===== src/rtl/wb_mailbox.sv =====
// Wishbone B4 mailbox: a CPU-facing register window over two 32-bit FIFOs,
// RX (stream in -> CPU) and TX (CPU -> stream out), with a level interrupt.
module wb_mailbox #(
    parameter int DEPTH_LOG2 = 4
) (
    input  logic        wb_clk_i,
    input  logic        wb_rst_ni,
    input  logic [31:0] wb_adr_i,
    input  logic [31:0] wb_dat_i,
    input  logic [3:0]  wb_sel_i,
    input  logic        wb_we_i,
    input  logic        wb_cyc_i,
    input  logic        wb_stb_i,
    input  logic [2:0]  wb_cti_i,
    input  logic [1:0]  wb_bte_i,
    output logic [31:0] wb_dat_o,
    output logic        wb_ack_o,
    output logic        wb_err_o,
    output logic        wb_rty_o,
    input  logic        in_valid_i,
    input  logic [31:0] in_data_i,
    output logic        in_ready_o,
    output logic        out_valid_o,
    output logic [31:0] out_data_o,
    input  logic        out_ready_i,
    output logic        irq_o
);

    localparam int DEPTH = 1 << DEPTH_LOG2;
    localparam int PW    = DEPTH_LOG2;
    localparam int CW    = DEPTH_LOG2 + 1;

    localparam logic [1:0] ADR_DATA   = 2'd0;
    localparam logic [1:0] ADR_STATUS = 2'd1;
    localparam logic [1:0] ADR_IRQEN  = 2'd2;

    logic [31:0]   rx_mem_q [DEPTH];
    logic [31:0]   tx_mem_q [DEPTH];

    logic [PW-1:0] rx_wptr_q, rx_wptr_d, rx_rptr_q, rx_rptr_d;
    logic [PW-1:0] tx_wptr_q, tx_wptr_d, tx_rptr_q, tx_rptr_d;
    logic [CW-1:0] rx_cnt_q, rx_cnt_d, tx_cnt_q, tx_cnt_d;
    logic [3:0]    irq_en_q, irq_en_d;
    logic          ack_q, ack_d, err_q, err_d;
    logic [31:0]   dat_q, dat_d;

    logic          rx_full, rx_empty, tx_full, tx_empty;
    logic          rx_push, rx_pop, tx_push, tx_pop;
    logic          req;
    logic [31:0]   status;
    logic          unused_inputs;

    function automatic logic [31:0] pack_status(
        input logic [CW-1:0] rx_cnt,
        input logic [CW-1:0] tx_cnt,
        input logic          rx_f,
        input logic          rx_e,
        input logic          tx_f,
        input logic          tx_e
    );
        return {8'h00, 8'(tx_cnt), 8'(rx_cnt), 4'h0, tx_f, tx_e, rx_f, !rx_e};
    endfunction

    // Flags come from registered counts only, so a pop never frees a slot
    // for a push in the same cycle.
    assign rx_full  = (rx_cnt_q == CW'(DEPTH));
    assign rx_empty = (rx_cnt_q == '0);
    assign tx_full  = (tx_cnt_q == CW'(DEPTH));
    assign tx_empty = (tx_cnt_q == '0);

    assign status = pack_status(rx_cnt_q, tx_cnt_q, rx_full, rx_empty, tx_full, tx_empty);
    assign irq_o  = |(status[3:0] & irq_en_q);

    assign in_ready_o  = !rx_full;
    assign rx_push     = in_valid_i & in_ready_o;
    assign out_valid_o = !tx_empty;
    assign out_data_o  = tx_mem_q[tx_rptr_q];
    assign tx_pop      = out_valid_o & out_ready_i;

    assign wb_ack_o = ack_q;
    assign wb_err_o = err_q;
    assign wb_dat_o = dat_q;
    assign wb_rty_o = 1'b0;

    // Burst signalling and the unused address bits carry no meaning here.
    assign unused_inputs = ^{wb_cti_i, wb_bte_i, wb_adr_i[31:4], wb_adr_i[1:0]};

    // The pending termination blocks resampling, giving two cycles per beat.
    assign req = wb_cyc_i & wb_stb_i & !ack_q & !err_q;

    always_comb begin
        ack_d    = 1'b0;
        err_d    = 1'b0;
        dat_d    = '0;
        irq_en_d = irq_en_q;
        tx_push  = 1'b0;
        rx_pop   = 1'b0;
        if (req) begin
            case (wb_adr_i[3:2])
                ADR_DATA: begin
                    if (wb_we_i) begin
                        if ((wb_sel_i == 4'hF) && !tx_full) begin
                            tx_push = 1'b1;
                            ack_d   = 1'b1;
                        end else begin
                            err_d = 1'b1;
                        end
                    end else if (!rx_empty) begin
                        rx_pop = 1'b1;
                        ack_d  = 1'b1;
                        dat_d  = rx_mem_q[rx_rptr_q];
                    end else begin
                        err_d = 1'b1;
                    end
                end
                ADR_STATUS: begin
                    ack_d = 1'b1;
                    if (!wb_we_i) dat_d = status;
                end
                ADR_IRQEN: begin
                    ack_d = 1'b1;
                    if (wb_we_i) irq_en_d = wb_dat_i[3:0];
                    else         dat_d    = {28'h0, irq_en_q};
                end
                default: err_d = 1'b1;
            endcase
        end
    end

    always_comb begin
        rx_wptr_d = rx_push ? rx_wptr_q + PW'(1) : rx_wptr_q;
        rx_rptr_d = rx_pop  ? rx_rptr_q + PW'(1) : rx_rptr_q;
        rx_cnt_d  = rx_cnt_q + CW'(rx_push) - CW'(rx_pop);
        tx_wptr_d = tx_push ? tx_wptr_q + PW'(1) : tx_wptr_q;
        tx_rptr_d = tx_pop  ? tx_rptr_q + PW'(1) : tx_rptr_q;
        tx_cnt_d  = tx_cnt_q + CW'(tx_push) - CW'(tx_pop);
    end

    always_ff @(posedge wb_clk_i or negedge wb_rst_ni) begin
        if (!wb_rst_ni) begin
            rx_wptr_q <= '0;
            rx_rptr_q <= '0;
            rx_cnt_q  <= '0;
            tx_wptr_q <= '0;
            tx_rptr_q <= '0;
            tx_cnt_q  <= '0;
            irq_en_q  <= '0;
            ack_q     <= 1'b0;
            err_q     <= 1'b0;
            dat_q     <= '0;
        end else begin
            rx_wptr_q <= rx_wptr_d;
            rx_rptr_q <= rx_rptr_d;
            rx_cnt_q  <= rx_cnt_d;
            tx_wptr_q <= tx_wptr_d;
            tx_rptr_q <= tx_rptr_d;
            tx_cnt_q  <= tx_cnt_d;
            irq_en_q  <= irq_en_d;
            ack_q     <= ack_d;
            err_q     <= err_d;
            dat_q     <= dat_d;
        end
    end

    // Storage is not reset; pointers and counts define what is valid.
    always_ff @(posedge wb_clk_i) begin
        if (rx_push) rx_mem_q[rx_wptr_q] <= in_data_i;
        if (tx_push) tx_mem_q[tx_wptr_q] <= wb_dat_i;
    end

endmodule


===== config.mk =====
export PLATFORM = sky130hd
export DESIGN_NAME = wb_mailbox
export DESIGN_NICKNAME = d
export VERILOG_FILES = /design/src/rtl/wb_mailbox.sv
export SDC_FILE = /design/constraint.sdc
export NUM_CORES = 1
export LEC_CHECK = 0
export BUFFER_PORTS_ARGS = -buffer_cell sky130_fd_sc_hd__buf_2
export CAP_MARGIN = 20
export CORE_MARGIN = 4
export CORE_UTILIZATION = 35
export DETAILED_ROUTE_END_ITERATION = 16
export HOLD_SLACK_MARGIN = 0.15
export SYNTH_ARGS = -nofsm -noshare
export SYNTH_HDL_FRONTEND = slang
export SYNTH_SLANG_ARGS = --single-unit

===== constraint.sdc =====
create_clock -name wb_clk_i -period 11.5 [get_ports wb_clk_i]
set_input_delay 1.15 -clock wb_clk_i [delete_from_list [all_inputs] [get_ports wb_clk_i]]
set_output_delay 1.15 -clock wb_clk_i [all_outputs]
set_load 0.02 [all_outputs]

Yosys cells after proc, flatten, opt, wreduce, memory -nomap -nowiden
Memories as Yosys holds them, arrays and structs flattened.
Cells that the tools add are included.
{ "word_totals": {"register_bits": 64, "mem_bits_rw": 1024, "in_bits": 112, "output_inout_bits": 70, "word_cells": 70, "mem_count": 2} }
{ "mem_list": {"columns": ["name", "depth", "word_bits", "read_ports", "rd_ports_with_merged_regs", "wr", "line_no", "source"], "rows": [
  ["rx_mem_q", 16, 32, 1, 0, 1, "37", "logic [31:0] rx_mem_q [DEPTH];"],
  ["tx_mem_q", 16, 32, 1, 0, 1, "38", "logic [31:0] tx_mem_q [DEPTH];"]
]} }
{ "op_classes": {"n_addsub": 8, "n_eq_ne": 5, "muxes": 26, "n_bitwise": 6, "reduce_logical": 13} }
{ "op_table": {"columns": ["cell", "count"], "rows": [
  ["2-to-1 mux 32 bit", 3],
  ["one-hot mux 32 bit (3 select lines)", 1],
  ["2-to-1 mux 21 bit", 1],
  ["2-to-1 mux 1 bit", 18],
  ["adder 4 x 1 -> 4 bit (second input constant)", 4],
  ["adder 5 x 1 -> 5 bit", 2],
  ["equality test 5 bit (second input constant)", 2],
  ["logical NOT 5 bit", 2],
  ["subtractor 5 x 1 -> 5 bit", 2],
  ["logical NOT 1 bit", 6],
  ["bitwise AND 1 bit", 5],
  ["bitwise AND 4 bit", 1],
  ["equality test 4 bit (second input constant)", 1],
  ["2-to-1 mux 4 bit", 1],
  ["one-hot mux 1 bit (2 select lines)", 2],
  ["OR reduction 4 bit", 1],
  ["AND reduction 3 bit", 1],
  ["equality test 2 x 1 -> 1 bit (second input constant)", 1],
  ["equality test 2 bit (second input constant)", 1],
  ["logical NOT 2 bit", 1],
  ["OR reduction 2 bit", 1],
  ["logical AND 1 bit", 1]
]} }

Depth between registers and ports, before layout
Gate-level depths: netlist of the first run.
{ "depth": {"word_depth": 9, "ltp_mapped": 15, "ltp_nobuf": 14} }

Worst setup path after synthesis of the first run
OpenSTA, ideal clock, no wires.
{ "synth_timing": {"kind": "input-to-reg", "from": "input wb_cyc_i", "to": "memory tx_mem_q[3][0] (enable)", "setup_ns": 0.461, "arrival_time_ns": 4.301, "required_time_ns": 11.039, "setup_slack_ns": 6.738, "stages": 5, "n_path_buf": 1, "path_cell_list": "nand4bb_1 > buf_2 > nor4_4 > nand2_1 > nor3_1"} }
{ "synth_between": {"elab_chain_cells": 6} }
{ "synth_rtl": {"columns": ["item", "line_no", "source"], "rows": [
  ["from (decl)", "12", "input logic wb_cyc_i,"],
  ["bitwise AND 1 bit (3 in a row)", "89", "assign req = wb_cyc_i & wb_stb_i & !ack_q & !err_q;"],
  ["2-to-1 mux 1 bit", "98", "if (req) begin"],
  ["2-to-1 mux 1 bit", "168", "if (tx_push) tx_mem_q[tx_wptr_q] <= wb_dat_i;"],
  ["2-to-1 mux 1 bit (not written as such)", "168", null],
  ["to (decl)", "38", null]
]} }
No other way between the ends.

Worst setup path in the final report of the first run
{ "layout_timing": {"from": "register tx_rptr_q[0]", "to": "output out_data_o[17]"} }
{ "layout_between": {"elab_chain_cells": 1} }
{ "layout_rtl": {"columns": ["item", "line_no", "source"], "rows": [
  ["from (decl)", "41", "logic [PW-1:0] tx_wptr_q, tx_wptr_d, tx_rptr_q, tx_rptr_d;"],
  ["from (signal assigned)", "156", "tx_rptr_q <= tx_rptr_d;"],
  ["memory read (16 x 32 bit)", null, null],
  ["to (decl)", "24", "output logic [31:0] out_data_o,"]
]} }
No other way between the ends.

==> flow_summary_export.csv, run 1 <==
group,metric,value,unit
synthesis,netlist_instances,1756,
clocking,cts_max_level,3,
synthesis,yosys-top-cells-area,"edfxtp_1 (74%), mux4_2 (16%), dfrtp_1 (3.9%), mux2i_1 (1.2%), ha_1 (0.78%)",
global_routing,grt_max_degree,77,
pwr,totalPowerFinal,0.0106,W
sta,setup-tns-final,0,ns
pwr,p_leak,15.2,nW
clocking,numCtsBuffers,108,
clocking,postCtsSetupBuffers,0,
sta,finalClockSkew,0.0316,ns
flow_run,maxCapViolCount,0,
sta,max-slew-margin-rel,32.5,%
synthesis,synthFlopType,"edfxtp_1",
route,drt-initial-drc-count,1672,
clocking,cts_sinks,1088,
worst_setup_path,max_stage_delay,0.76,ns
worst_setup_path,worst_path_max_delay_cell,"dfrtp_4",
global_routing,overflow,0,
global_routing,antenna_found_initial,16,
clocking,cts-root-buf,"clkbuf_16",
floorplanning,start_util,35.2,%
worst_setup_path,path_delay_family,"buffers and inverters",
pwr,power_density,222,mW/mm^2
route,vias,18742,
route,wirelength,92.6,mm
sta,min_period,4.96,ns
floorplanning,fp.coreArea,0.118,sq mm
clocking,clkLatencyLatePin,0.70,ns
route,drcViolationCount,0,
worst_setup_path,path_class,"reg2out",
synthesis,synth.top_cell.area_share,73.9,%
sta,period_share,43.2,%
placement,port_buffers,145,
placement,gp_congestion,0.779,
synthesis,synth_area_leader_cell,"edfxtp_1",
cells_and_area,design_area,0.0478,sq mm
cells_and_area,drive_gt1_share,33.8,%
route,highest_layer,"met5",
synthesis,seq_area_frac_synth,77.8,%
synthesis,async_flop_share,5.88,%
global_routing,grt_usage,14.7,%
route,wl_met3,5.27,mm
synthesis,avgSynthCellArea,23.7,sq um
sta,max_clock_freq,201,MHz
pwr,vdd_ir_drop_max,0.000150,V
global_routing,grt_pass1_wl,136,mm
synthesis,synth_commonest_cells,"edfxtp_1 (1024), mux4_2 (288), dfrtp_1 (64)",
worst_setup_path,crit_chain,"buf_16 -> buf_4 -> mux4_2 -> mux4_2 -> buf_2",
worst_setup_path,worst_setup_path_end_kind,"output pin",
synthesis,synth_edf_count,1024,
route,wire_per_inst,25.7,microns
clocking,path_clk_slew,0.06,ns
placement,place_hpwl,50.6,mm
worst_setup_path,crit_path_frequent_cell,"mux4_2",
cells_and_area,ff_latch_area,0.0324,sq mm
cells_and_area,fill_cells,10211,
worst_setup_path,cp_max_fo,44,
route,routedLengthMet1,37.9,mm
floorplanning,die_area,0.124,sq mm
floorplanning,chipWidth,353,microns
clocking,tritoncts,"yes",
worst_setup_path,worstPathRequired,10.35,ns
worst_setup_path,cp.arrival,3.81,ns
sta,hold_viol_final,0,
sta,rsz0062_at_grt,"false",
route,dr.pass1.iters,5,
synthesis,syn_nets,1896,
synthesis,yosysMostFrequentCell,"edfxtp_1",
sta,slew_violations,0,
synthesis,yosys_register_bits,1088,
cells_and_area,nNetsFinal,2115,
sta,final-setup-viol-count,0,
global_routing,grt_pass1_vias,19817,
floorplanning,die_y,353,microns
floorplanning,std_cell_rows,126,
route,wl_met2,47.4,mm
outcome,status,"finished, final reports clean",
synthesis,netlist_area,0.0416,sq mm
route,drtAntennaViolNets,0,
worst_setup_path,crit_buf_inv,3,
clocking,ctsHoldBuffers,0,
synthesis,yosys_warnings,0,
min_path,min_path_type,"in2async",
synthesis,synth.distinct_cells,48,
route,viasPerCell,5.19,
clocking,clockBufferDepth,3,
floorplanning,boundaryPins,182,
placement,dpl_cell_area,0.0444,sq mm
sta,worst_pin_slew,1.01,ns
cells_and_area,area_delta_synth_final,14.9,%
cells_and_area,multi_input_area,0.00885,sq mm
worst_setup_path,rrSetupSlack,7.61,ns
worst_setup_path,start_kind,"register",
clocking,cts_resized,0,
[layout by cell type, fill, tap and decap left out, types with 9 or more instances in the layout]
cell | netlist | routed
a32oi_1 | 11 | 11
buf_2 | 25 | 144
buf_4 | 12 | 52
clkbuf_1 | 31 | 30
clkbuf_16 | 0 | 108
clkinv_1 | 0 | 24
clkinv_2 | 0 | 15
dfrtp_1 | 64 | 57
edfxtp_1 | 1024 | 1024
ha_1 | 26 | 26
inv_1 | 25 | 25
mux2_2 | 19 | 19
mux2i_1 | 50 | 50
mux4_2 | 288 | 288
nand2_1 | 22 | 22
nor2_4 | 0 | 24
nor3_2 | 1 | 9
o21ai_1 | 11 | 11
o22ai_1 | 17 | 17
xnor2_1 | 13 | 13
[per-layer routing]
metal  vias to the layer above  GRT usage [%]
met5                         -              0
met4                         4           3.93
met3                       145           2.93
met2                       588           25.3
met1                     10109           19.2
li1                       7896              -
[worst reg2reg max path, stage by stage, from the launching register on]
cell       delay, ns
dfrtp_1         0.40
nand4bb_1       0.65
nor4_4          0.86
nand2_1         0.40
nor2_4          0.82
buf_4           0.43
[cell families after synthesis]
logic type	Yosys count	share of synthesized area [%]
AOI/OAI and AO/OA	60	0.966
DFF	1088	77.8
muxes	358	17.3
other	1	0.00902
xor gates and xnor gates	20	0.421
and+or+nand+nor	87	1.13
buffers and inverters	114	1.46
adders and majority gates	28	0.879
[power breakdown]
part | total, W | internal, W | switching [W]
sequential | 0.00476 | 0.00457 | 0.000189
clock | 0.00335 | 0.00189 | 0.00146
combinational | 0.00251 | 0.00123 | 0.00128
[through the flow]
stage                     setup slack (ns)  instances  util (%)  hold WS (ns)
after floorplan                       6.74       1756         -         0.494
after global placement                6.84       3399      37.6         0.454
after detailed placement              6.81       3400      37.6         0.477
after CTS                             6.35       3600      40.4         0.421
after global routing                  6.18       3602      40.5         0.444
final                                 6.54       3608      40.5         0.451
[layout make-up]
cell class | count | share of cell area [%]
tap | 1536 | 4.02
sequential | 1088 | 67.7
clock inverter | 55 | 0.974
antenna | 7 | 0.0366
clock buffer | 145 | 6.09
timing repair buffer | 198 | 2.44
inverter | 25 | 0.196
multi-input combinational | 554 | 18.5
[state kept, by name, summed over array words and instances, names as in the netlist]
signal     count
rx_rptr_q      4
tx_cnt_q       5
tx_wptr_q      4
tx_rptr_q      4
wb_ack_o       1
rx_mem_q     512
irq_en_q       4
rx_cnt_q       5
wb_dat_o      32
wb_err_o       1
rx_wptr_q      4
tx_mem_q     512
[path summary, 6_finish.rpt]
check                             start               end  depth (start not counted)
hold / removal                wb_rst_ni      wb_dat_o[31]                          1
max in group asynchronous     wb_rst_ni      tx_rptr_q[0]                          2
min in group wb_clk_i      tx_rptr_q[2]      tx_rptr_q[2]                          1
setup reg to reg               wb_ack_o  tx_mem_q[14][12]                          5
setup / recovery           tx_rptr_q[0]    out_data_o[17]                          5
hold reg to reg            tx_rptr_q[2]      tx_rptr_q[2]                          1
No activity file was read; power rests on OpenSTA's default activity.
==> run 2, diff against run 1 <==
==> constraint.sdc (replaced) <==
create_clock -name wb_clk_i -period 4.23 [get_ports wb_clk_i]
set_input_delay 0.423 -clock wb_clk_i [delete_from_list [all_inputs] [get_ports wb_clk_i]]
set_output_delay 0.423 -clock wb_clk_i [all_outputs]
set_load 0.02 [all_outputs]
==> run 2 against run 1 <==
Non-clock buffer count grew 78. Setup slack lost 5.9 ns. First-iteration DRC count grew 3.7%. Sequential power grew to 2.8 times the previous value. Count of clock-buffer cells in the layout shrank 5. Cell area grew 2.6%. Sequential cell count is the same. Utilization grew 1.1 points. Clock power grew to 2.9 times the previous value. Final cell count grew 2.1%. Sequential share of layout area shrank 1.7 points. Via count grew 1.3%. Critical path type unchanged. Largest cell class unchanged. Highest routed layer is now met4.
==> flow_summary_export.csv, run 2 (same netlist as run 1, synthesis figures left out) <==
group,metric,value,unit
sta,rsz0062_at_grt,"false",
global_routing,use_met1,19.4,%
clocking,cts_max_level,3,
route,drcViolationCount,0,
route,viasPerCell,5.16,
outcome,status,"finished, final reports clean",
clocking,ctsHoldBuffers,65,
global_routing,grt_usage,14.5,%
pwr,vdd_ir_drop_max,0.000400,V
worst_setup_path,start_kind,"register",
worst_setup_path,worst-r2r-cell-count,14,
clocking,path_clk_slew,0.06,ns
flow_run,maxCapViolCount,0,
cells_and_area,drive_gt1_share,34.0,%
worst_setup_path,crit_chain,"buf_4 -> mux4_2 -> mux4_2 -> buf_2",
global_routing,grt.busiest_layer,"met2",
sta,min_period,3.60,ns
sta,hold_slack,0.282,ns
placement,gp_congestion,0.752,
clocking,numCtsBuffers,107,
global_routing,grt_util_met3,2.69,%
clocking,cts-root-buf,"clkbuf_16",
min_path,hold_path_depth,4,
clocking,tritoncts,"yes",
sta,slew_violations,0,
sta,finalClockSkew,0.0420,ns
cells_and_area,area_delta_synth_final,18.0,%
sta,worst_pin_slew,1.31,ns
global_routing,grt_max_degree,57,
sta,final-setup-viol-count,0,
sta,setup-tns-final,0,ns
sta,max-slew-margin-rel,12.7,%
clocking,cts_resized,0,
floorplanning,chipWidth,353,microns
floorplanning,start_util,35.2,%
worst_setup_path,path_delay_family,"flip-flops",
route,dr.pass1.iters,5,
cells_and_area,nNetsFinal,2192,
pwr,power_density,606,mW/mm^2
worst_setup_path,worst_setup_path_end_kind,"output pin",
placement,port_buffers,145,
cells_and_area,layout_common_cells,"edfxtp_1 (1024), mux4_2 (288), buf_2 (144), clkbuf_16 (109), dlygate4sd3_1 (65)",
global_routing,antenna_found_initial,4,
route,drtAntennaViolNets,0,
worst_setup_path,cp.arrival,3.18,ns
sta,hold_viol_final,0,
worst_setup_path,crit_path_frequent_cell,"mux4_2",
global_routing,grt_pass1_wl,135,mm
global_routing,overflow,0,
worst_setup_path,path_class,"reg2out",
placement,place_hpwl,51.4,mm
floorplanning,die_y,353,microns
clocking,postCtsSetupBuffers,0,
global_routing,use_met2,24.6,%
worst_setup_path,worstPathRequired,3.81,ns
floorplanning,boundaryPins,182,
worst_setup_path,max_stage_delay,0.95,ns
floorplanning,fp.coreArea,0.118,sq mm
route,drt-initial-drc-count,1734,
route,wirelength,91.2,mm
clocking,cts_sinks,1088,
min_path,min_path_type,"in2reg",
cells_and_area,layout_commonest_cell,"edfxtp_1",
pwr,p_leak,15.8,nW
floorplanning,die_area,0.124,sq mm
cells_and_area,fill_cells,10028,
route,vias,18993,
worst_setup_path,worst_path_max_delay_cell,"dfrtp_4",
worst_setup_path,cp_max_fo,51,
clocking,clockBufferDepth,3,
route,wire_per_inst,24.8,microns
worst_setup_path,cp.depth,4,
floorplanning,std_cell_rows,126,
clocking,clkLatencyLatePin,0.70,ns
global_routing,grt_pass1_vias,20071,
worst_setup_path,crit_buf_inv,2,
sta,max_clock_freq,278,MHz
sta,period_share,85.1,%
run 2: cell types whose count changed in the layout (fill, tap and decap cells not counted), moves of 3 or more:
cell and change:
bufinv_16 +8, dlygate4sd3_1 +65, clkbuf_1 -11, clkbuf_8 +5, diode_2 -4, buf_4 -5, clkinv_4 +3, buf_12 +20
clkinv_1 -6, clkinv_2 +3
run 2: per-layer routing:
| metal | wire [microns] | up-vias |
|---|---|---|
| li1 | - | 8047 |
| met1 | 38200 | 10261 |
| met2 | 46300 | 556 |
| met3 | 4920 | 129 |
| met4 | 1860 | 0 |
| met5 | 0 | - |
run 2: power by group:
part	leakage, nW	switching, W	total (W)	internal [W]
Combinational	3.93	0.00339	0.00685	0.00346
Sequential	10.0	0.000679	0.0131	0.0124
Clock	1.80	0.00401	0.00976	0.00575
Total	15.8	0.00808	0.0297	0.0216
run 2: layout make-up:
cell class | instances | area, sq um | area share [%]
Clock buffer | 140 | 2960 | 6.04
Multi-Input combinational cell | 554 | 8850 | 18.0
Sequential cell | 1088 | 32400 | 66.0
Inverter | 25 | 93.8 | 0.191
Antenna cell | 3 | 7.51 | 0.0153
Timing Repair Buffer | 276 | 2120 | 4.33
Clock inverter | 62 | 719 | 1.47
Tap cell | 1536 | 1920 | 3.92
run 2: path summary, 6_finish.rpt:
check	start	endpoint	slack, ns
worst max-delay path	tx_rptr_q[1]	out_data_o[24]	0.63
worst min-delay path	wb_sel_i[0]	tx_wptr_q[0]	0.28
worst max register to register	rx_cnt_q[2]	rx_cnt_q[4]	0.78
max in group asynchronous	wb_rst_ni	rx_rptr_q[0]	3.08
worst min register to register	tx_rptr_q[2]	tx_rptr_q[2]	0.52
min in group asynchronous	wb_rst_ni	wb_dat_o[19]	0.29
run 2: through the flow:
stage               cell area (sq um)  utilization, %  total power (W)  std cells  setup slack [ns]
finish                          49100            41.5           0.0297       3684             0.628
global route                    49000            41.5           0.0310       3681             0.485
CTS                             49000            41.5           0.0301       3681             0.518
detailed placement              44700            37.9           0.0203       3414             0.841
global placement                44700            37.9           0.0201       3414             0.915
floorplan                       41600               -           0.0182       1756            0.0555
run 2: worst reg2reg max path, delay by kind of cell (launching register included):
family	cells	cell delay, ns
xor gates and xnor gates	1	0.13
adders and majority gates	4	1.03
and+or+nand+nor	2	1.11
buffers and inverters	5	0.49
DFF	1	0.42
AOI/OAI and AO/OA	2	0.22
